<file path="src/rtl/mem_pkg.sv">
// Shared definitions for the memory responder and the controller that drives it.
//   - FSM state encoding of the responder
//   - address-source select codes for msel
//   - register-file write-back select code for the mdata path
package mem_pkg;

    typedef enum logic [1:0] {
        IDLE   = 2'b00,
        ACCESS = 2'b01,
        WAIT   = 2'b10,
        RESP   = 2'b11
    } mem_state_t;

    localparam logic MSEL_PC   = 1'b0;
    localparam logic MSEL_DATA = 1'b1;

    // vsel code that routes mdata into the register file
    localparam logic [1:0] VSEL_MDATA = 2'b00;

    // width of the wait-state counter (WAIT_CYCLES range 0..15)
    localparam int WAIT_W = 4;

endpackage

</file>
<file path="src/rtl/mem_responder_ram_array.sv">
// ram_array: single-port synchronous RAM, unified instruction/data store.
//   clk   - rising-edge clock
//   we    - write enable, wdata is written to addr at the clock edge
//   re    - read-address enable, addr is registered at the clock edge
//   addr  - word address
//   wdata - write data
//   rdata - word at the registered read address
// Contents are not reset.
module ram_array #(
    parameter int ADDR_W = 8,
    parameter int DATA_W = 16
) (
    input  logic              clk,
    input  logic              we,
    input  logic              re,
    input  logic [ADDR_W-1:0] addr,
    input  logic [DATA_W-1:0] wdata,
    output logic [DATA_W-1:0] rdata
);

    logic [DATA_W-1:0] mem [0:(1<<ADDR_W)-1];
    logic [ADDR_W-1:0] addr_r;

    always_ff @(posedge clk) begin
        if (we) begin
            mem[addr] <= wdata;
        end
        if (re) begin
            addr_r <= addr;
        end
    end

    assign rdata = mem[addr_r];

endmodule

</file>
<file path="src/rtl/mem_responder.sv">
// mem_responder: memory-side responder for the RISC controller.
// Accepts fetch (msel=0, address pc) and load/store (msel=1, address addr_c)
// requests in IDLE, inserts WAIT_CYCLES stall cycles and pulses mready once.
//   clk, reset     - clock, asynchronous active-high reset
//   mreq           - request strobe (sampled in IDLE only)
//   msel           - address source: 0 = pc, 1 = addr_c (low ADDR_W bits)
//   mwrite         - 1 = store, 0 = load/fetch
//   pc, addr_c     - address sources
//   din            - store data
//   mdata          - read data, valid with mready, held until the next load
//   mready         - one-cycle completion pulse
//   busy           - high from acceptance through the RESP cycle
//   merr           - write-protect violation, valid with mready
// Optional feature: MEM_WRITE_PROTECT_EN suppresses stores below PROT_TOP.
//
// state  | meaning
// IDLE   | waiting for mreq; request fields latched on accept
// ACCESS | RAM write commits / read address registered
// WAIT   | WAIT_CYCLES stall cycles
// RESP   | mready pulse, load data presented on mdata
module mem_responder import mem_pkg::*; #(
    parameter int                 ADDR_W      = 8,
    parameter int                 DATA_W      = 16,
    parameter int                 WAIT_CYCLES = 1,
    parameter logic [ADDR_W-1:0]  PROT_TOP    = 8'h10
) (
    input  logic              clk,
    input  logic              reset,
    input  logic              mreq,
    input  logic              msel,
    input  logic              mwrite,
    input  logic [ADDR_W-1:0] pc,
    input  logic [DATA_W-1:0] addr_c,
    input  logic [DATA_W-1:0] din,
    output logic [DATA_W-1:0] mdata,
    output logic              mready,
    output logic              busy,
    output logic              merr
);

    localparam logic [WAIT_W-1:0] WAIT_LOAD =
        (WAIT_CYCLES > 0) ? WAIT_W'(WAIT_CYCLES - 1) : '0;

    mem_state_t        state, state_nxt;
    logic [ADDR_W-1:0] addr_q;
    logic              wr_q;
    logic [DATA_W-1:0] din_q;
    logic [DATA_W-1:0] mdata_q;
    logic [DATA_W-1:0] ram_rdata;
    logic [WAIT_W-1:0] wait_cnt;
    logic              ram_we, ram_re;
    logic              prot_hit;
    logic              load_resp;

    // upper addr_c bits are intentionally dropped (address aliasing)
    logic unused_addr_hi;
    assign unused_addr_hi = ^addr_c[DATA_W-1:ADDR_W];

`ifdef MEM_WRITE_PROTECT_EN
    assign prot_hit = wr_q && (addr_q < PROT_TOP);
`else
    assign prot_hit = 1'b0;
    logic unused_prot;
    assign unused_prot = ^PROT_TOP;
`endif

    always_ff @(posedge clk or posedge reset) begin
        if (reset) begin
            state <= IDLE;
        end else begin
            state <= state_nxt;
        end
    end

    always_comb begin
        state_nxt = state;
        mready    = 1'b0;
        busy      = 1'b1;
        ram_we    = 1'b0;
        ram_re    = 1'b0;
        case (state)
            IDLE: begin
                busy = 1'b0;
                if (mreq) begin
                    state_nxt = ACCESS;
                end
            end
            ACCESS: begin
                ram_we    = wr_q && !prot_hit;
                ram_re    = !wr_q;
                state_nxt = (WAIT_CYCLES > 0) ? WAIT : RESP;
            end
            WAIT: begin
                if (wait_cnt == '0) begin
                    state_nxt = RESP;
                end
            end
            RESP: begin
                mready    = 1'b1;
                state_nxt = IDLE;
            end
            default: begin
                state_nxt = IDLE;
            end
        endcase
    end

    always_ff @(posedge clk or posedge reset) begin
        if (reset) begin
            addr_q <= '0;
            wr_q   <= 1'b0;
            din_q  <= '0;
        end else if (state == IDLE && mreq) begin
            addr_q <= (msel == MSEL_DATA) ? addr_c[ADDR_W-1:0] : pc;
            wr_q   <= mwrite;
            din_q  <= din;
        end
    end

    always_ff @(posedge clk or posedge reset) begin
        if (reset) begin
            wait_cnt <= '0;
        end else if (state == ACCESS) begin
            wait_cnt <= WAIT_LOAD;
        end else if (state == WAIT && wait_cnt != '0) begin
            wait_cnt <= wait_cnt - WAIT_W'(1);
        end
    end

    // RAM read data is already valid in RESP (address registered in ACCESS),
    // so it is passed straight through and captured for holding afterwards.
    assign load_resp = (state == RESP) && !wr_q;

    always_ff @(posedge clk or posedge reset) begin
        if (reset) begin
            mdata_q <= '0;
        end else if (load_resp) begin
            mdata_q <= ram_rdata;
        end
    end

    assign mdata = load_resp ? ram_rdata : mdata_q;
    assign merr  = mready && prot_hit;

    ram_array #(
        .ADDR_W (ADDR_W),
        .DATA_W (DATA_W)
    ) u_ram (
        .clk   (clk),
        .we    (ram_we),
        .re    (ram_re),
        .addr  (addr_q),
        .wdata (din_q),
        .rdata (ram_rdata)
    );

endmodule

</file>
<file path="config.mk">
export PLATFORM = sky130hd
export DESIGN_NAME = mem_responder
export DESIGN_NICKNAME = d
export VERILOG_FILES = /design/src/rtl/mem_pkg.sv /design/src/rtl/mem_responder_ram_array.sv /design/src/rtl/mem_responder.sv
export SDC_FILE = /design/constraint.sdc
export NUM_CORES = 2
export LEC_CHECK = 0
export BUFFER_PORTS_ARGS = -buffer_cell sky130_fd_sc_hd__buf_4
export CORE_UTILIZATION = 55
export DETAILED_ROUTE_END_ITERATION = 10
export PLACE_DENSITY = 0.71
export SYNTH_ARGS = -nofsm -noshare
export SYNTH_HDL_FRONTEND = slang
export SYNTH_SLANG_ARGS = --single-unit
</file>
<file path="constraint.sdc">
create_clock -name clk -period 7.8 [get_ports clk]
set_input_delay 0.78 -clock clk [delete_from_list [all_inputs] [get_ports clk]]
set_output_delay 0.78 -clock clk [all_outputs]
set_load 0.03 [all_outputs]
</file>
; Word-level counts from Yosys, hierarchy flattened
; Memory sizes are Yosys's and may differ from the RTL's. A register that Yosys moved wholly into a read port is not among the register bits.
; Cells that the tools add are included.
[totals]
out_inout_bits = 19
ramBits = 4096
inputBits = 45
register_bits = 55
word_cells = 37
memories = 1
[op_classes]
addsub = 1
eq_ne = 5
n_reduce_logical = 9
n_mux = 14
[memory_table]
columns = name, words, word_bits, read_ports, rd_ports_with_merged_regs, wr, line_no
row1 = u_ram.mem, 256, 16, 1, 1, 1, mem_responder_ram_array.sv:21  ; logic [DATA_W-1:0] mem [0:(1<<ADDR_W)-1];
[op_table]
columns = op, n
row1 = $mux W16, 1
row2 = $mux W8, 2
row3 = $mux W4, 2
row4 = $pmux W2 S4, 1
row5 = $mux W1, 6
row6 = $eq A2 B2 Y1 const B, 2
row7 = $logic_not A4 Y1, 1
row8 = $mux W2, 2
row9 = $ne A2 B2 Y1 const B, 2
row10 = $reduce_bool A4 Y1, 1
row11 = $sub A4 B1 Y4 const B, 1
row12 = $logic_and A1 B1 Y1, 3
row13 = $eq A2 B1 Y1 const B, 1
row14 = $logic_not A2 Y1, 1
row15 = $reduce_and A2 Y1, 1
row16 = $reduce_bool A2 Y1, 1
row17 = $logic_not A1 Y1, 1

; Logic depth before layout (Yosys ltp)
[logic_depth]
depth_word = 4
depth_mapped = 14
ltp_nobuf = 8

; Cells and area by module
; Synthesis repeated with hierarchy kept, for this count alone.
[unflattened]
cells_unflattened = 7546
hier_area_um2 = 161314.7
[modules_own_cells]
columns = module, area_each_um2, cells_per_inst, instances, seq_area_each_um2
row1 = ram_array, 159294.0, 7396, 1, 123398.3
row2 = mem_responder, 2020.7, 150, 1, 1176.1

; Worst setup path after synthesis
; Ideal clock, no wire load.
[synth_timing]
kind = reg2reg
startpoint = register din_q[0]
endpoint = memory u_ram.mem[0][0], data pin
arrival_time_ps = 3179
setup_time_ps = 803
required_ps = 6997
stages_incl_launch_ff = 1
period_less_slack_ps = 3982
path_buffers = 0
slack_ps = 3818
cell_sequence = dfrtp_1
[synth_rtl]
columns = element, line_no
row1 = start: declaration, mem_responder.sv:47  ; logic [DATA_W-1:0] din_q;
row2 = start signal: assignment, mem_responder.sv:116  ; din_q <= din;
row3 = end: declaration, mem_responder_ram_array.sv:21
; No word-level cell before the write port.

==> results summary <==
The flow ran to the end, and the final reports show no timing, DRC or antenna violations. The total I/O pin count is between 60 and 70. The worst ir drop on vdd is approximately 0.4 mV. The initial antenna violation count came to 33. The detailed-router iteration count before antenna repair is 8. The count of nets left with antenna violations after detail routing is 0. Max-cap violations in this run came to 0. The die outline width came out at 543 um. Yosys mapped a number of flops with a built-in enable equal to 4,104. The overall routed net length is 445 mm. The final global-route overflow total is 0.

The final instance area came out at between 0.15 and 0.2 mm2. The total number of H-tree levels is 5. The class of the tightest hold or removal check is in -> async. The most used flip-flop cell after synthesis is sky130_fd_sc_hd__edfxtp_1. The leakage component of the power is 0.0572 uW. Setup repair after global routing left no endpoint under its margin.

The total number of yosys warnings is 0. The worst endpoint required time is approximately 7.0 ns. The number of different library cells used by synthesis comes to 72. In this run the worst path has a maximum fanout of 43. On the worst path, the slowest cell contributes a delay of 0.91 ns. The post-synthesis sequential element count came out at about 4,200. The clock reaches the later pin of the worst-skew pair after 0.95 ns. The first-pass GRT wire length is 619 mm. Counting every sink on the clock net gives 4,159.

The average size of a mapped cell is 21.2 um2. The final number of hold-violating endpoints is 0. Port buffering added 54 buffers.

The worst-case headroom to the max-slew limit came out at 0.0316. The total negative slack is 0 ns. Using the TritonRoute via totals, the vias-per-cell ratio works out to about 7. The worst setup path is captured at an output port. Among all stages on the critical path, the largest delay is contributed by sky130_fd_sc_hd__dfxtp_4. Dividing the final minimum period by the clock period gives 0.882. Once placement finished, the instance area stood at 0.167 mm2. After clock tree synthesis, the setup repair step added 0 buffers. The ratio of cells with drive above 1 in the final layout is 0.242.

The final number of max-transition violations came out at 0. The number of nets in the layout is a little over 8,000. The transition at the pin with the smallest max-transition slack is 1.45 ns. The portion of the post-synthesis area used by sequential elements is 0.775. The number of gates resized after CTS was 0. After technology mapping, the gate count stands at 7,589.

The final critical path time including I/O delays and setup is 6.88 ns. Synthesis produced a netlist with a net count of around 7,600. The floorplan step defined a die boundary enclosing 0.295 mm2. For this design, the CTS-stage hold fixing added 0 buffers. The row count is just under 200. In this run, the number of DRC markers left after iteration 0 of detailed routing was about 14,000.

The pin count of the biggest net entering global routing came out at 217. The TritonCTS clock tree is yes. The cell that appears most often on the critical path is sky130_fd_sc_hd__buf_4.

The total global routing track utilization came out at 0.302. No sink is reached through more buffers than the 4 on the longest clock path. The total of endpoints with negative setup slack in the final report came out at 0. The core outline area is 0.291 mm2.

The power per cell area is 386 mW/mm2. Of all flip-flops after synthesis, the portion carrying an async set or reset was 0.0113. The root buffer cell chosen for the clock tree is sky130_fd_sc_hd__clkbuf_16. The clock slew seen by the registers of the worst setup and hold paths is ~0.06 ns. The average wire per cell in the routed design came out at 36.2 um.

The HPWL after detailed placement is 264 mm. The number of clock buffers added by TritonCTS is 405. The critical path class is reg -> out. The area of the mapped netlist is 0.161 mm2. Across the routed clock network, the largest skew measured is 0.0680 ns. The worst setup path is launched from a register.

For this run, the top clock speed supported by timing is 145 MHz. The chip height came out at roughly 540 um. The total DRC errors in the routed layout came out at 0. The final core utilization came out at 0.620. The via count of the first global-routing pass came out at between 80,000 and 90,000. The final estimated routing congestion in global placement came out at 0.961. The critical path arrival came out at slightly above 6 ns. The via count of the routed design came out at 83,500. The initial core utilization is 0.553.

Relative to the synthesized area, the layout overhead comes to 12.1%. Walking the worst path, the cells encountered are buf_4 -> buf_4 -> mux4_2 -> nor3_1 -> nor3_1 -> nand4_1 -> a311oi_1 -> a221o_1 -> buf_4.
-- report_power, final --
group | switching, uW | internal [uW] | total [uW] | leakage (uW)
clock network | 8260 | 11200 | 19500 | 0.00639
logic | 14000 | 6660 | 20700 | 0.0132
registers | 1230 | 28200 | 29500 | 0.0376
-- metal layers --
layer | share of wire | track usage | wire length (um) | up-vias
met5 | 0.00057 | 0 | 255 | -
met4 | 0.054 | 0.140 | 24100 | 18
met3 | 0.13 | 0.0912 | 58800 | 995
met2 | 0.45 | 0.452 | 202000 | 6018
met1 | 0.36 | 0.409 | 159000 | 43800
li1 | - | - | - | 32700
-- flip-flops by register name, summed over array words and instances, names as in the netlist, named ones only --
register      cells
wait_cnt          4
u_ram.mem      4096
state             2
wr_q              1
mdata_q          16
addr_q            8
din_q            16
u_ram.addr_r      8
-- area by class of cell --
class,instances,area [um2]
clock buffers,518,10900
repair buffers,502,4170
flip-flops and latches,4159,125000
well taps,3900,4880
inverters,12,53.8
clock inverters,215,2180
diodes,18,45.0
fillers,19400,111000
multi-input cells,2958,33300
-- placed cells by master (no fill, tap or decap), types with 40 or more instances in the layout --
| master | Yosys | layout |
|---|---|---|
| sky130_fd_sc_hd__clkbuf_1 | 151 | 91 |
| sky130_fd_sc_hd__clkinv_1 | 0 | 79 |
| sky130_fd_sc_hd__o221ai_1 | 89 | 89 |
| sky130_fd_sc_hd__clkinv_2 | 0 | 64 |
| sky130_fd_sc_hd__a22oi_1 | 110 | 110 |
| sky130_fd_sc_hd__mux4_2 | 801 | 801 |
| sky130_fd_sc_hd__a211oi_1 | 60 | 60 |
| sky130_fd_sc_hd__buf_4 | 47 | 468 |
| sky130_fd_sc_hd__mux2i_1 | 517 | 517 |
| sky130_fd_sc_hd__o22ai_1 | 166 | 166 |
| sky130_fd_sc_hd__o21ai_0 | 101 | 101 |
| sky130_fd_sc_hd__nand2_1 | 204 | 202 |
| sky130_fd_sc_hd__a21oi_1 | 88 | 88 |
| sky130_fd_sc_hd__nor3_1 | 60 | 59 |
| sky130_fd_sc_hd__edfxtp_1 | 4104 | 4104 |
| sky130_fd_sc_hd__clkbuf_16 | 0 | 418 |
| sky130_fd_sc_hd__nor2_2 | 0 | 64 |
| sky130_fd_sc_hd__nand3_1 | 73 | 72 |
| sky130_fd_sc_hd__nor2_1 | 341 | 276 |
| sky130_fd_sc_hd__bufinv_16 | 0 | 40 |
-- through the flow --
| stage | power (uW) | setup slack (ns) | std cells | hold WS, ns |
|---|---|---|---|---|
| 3_3_place_gp | 49700 | 2.04 | 11500 | 0.453 |
| 6_report | 69600 | 0.921 | 12300 | 0.0996 |
| 4_1_cts | 69400 | 1.10 | 12300 | 0.0622 |
| 5_1_grt | 71100 | 0.805 | 12300 | 0.0938 |
| 2_1_floorplan | 42500 | 3.82 | 7589 | 0.423 |
| 3_5_place_dp | 50200 | 2.07 | 11500 | 0.466 |
-- cell families after synthesis --
group	count (synthesis)	synth area share
flip-flops	4159	0.775
multiplexers	1367	0.149
AND/OR/NAND/NOR	811	0.0223
AO/OA/AOI/OAI	769	0.0331
buffers and inverters	472	0.0199
adder cells (fa/ha/maj)	7	0.000545
XOR/XNOR	3	0.000163
other	1	0.0000233
-- Yosys cell counts (all sizes together), types with 6 or more instances --
| master | count | area [um2] |
|---|---|---|
| a21oi | 88 | 440 |
| nand3 | 73 | 365 |
| o32ai | 6 | 52.6 |
| nor2 | 341 | 1280 |
| a2111oi | 23 | 221 |
| o221ai | 91 | 810 |
| o22ai | 166 | 1040 |
| and2 | 11 | 68.8 |
| a211oi | 60 | 450 |
| a221oi | 12 | 105 |
| ha | 7 | 87.6 |
| mux2i | 517 | 5170 |
| nor4 | 26 | 163 |
| inv | 12 | 45.0 |
| mux2 | 34 | 383 |
| a221o | 6 | 60.1 |
| a31oi | 26 | 163 |
| o21ai | 108 | 541 |
| a211o | 8 | 70.1 |
| dfxtp | 8 | 160 |
| clkbuf | 151 | 567 |
| buf | 309 | 2580 |
| a22oi | 110 | 826 |
| edfxtp | 4104 | 123000 |
| nor3 | 60 | 300 |
| a22o | 9 | 78.8 |
| nand4 | 33 | 206 |
| nor2b | 18 | 113 |
| dfrtp | 47 | 1180 |
| and3 | 6 | 37.5 |
| o311ai | 8 | 70.1 |
| mux4 | 816 | 18400 |
| nand3b | 6 | 45.0 |
| or3b | 7 | 61.3 |
| o211ai | 15 | 123 |
| nand2 | 204 | 766 |
| or3 | 8 | 50.1 |
-- critical path: cells and delay by family, from the launching register on --
family	cells	cell delay (ns)
AND/OR/NAND/NOR	3	1.20
buffers and inverters	3	1.53
flip-flops	1	0.91
AO/OA/AOI/OAI	2	1.08
multiplexers	1	0.33
-- final timing paths --
| check | startpoint | end | slack (ns) | cells after the start |
|---|---|---|---|---|
| worst max-delay path | register | mdata[8] | 0.92 | 9 |
| worst min register to register | u_ram.addr_r[6] | register | 0.48 | 1 |
| worst min-delay path | reset | din_q[15] | 0.1 | 3 |
| max in group asynchronous | reset | din_q[14] | 7.08 | 3 |
| min in group clk | din[6] | din_q[6] | 0.11 | 2 |
| worst max register to register | register | mdata_q[9] | 2.71 | 9 |
No activity file was read; power rests on OpenSTA's default activity.
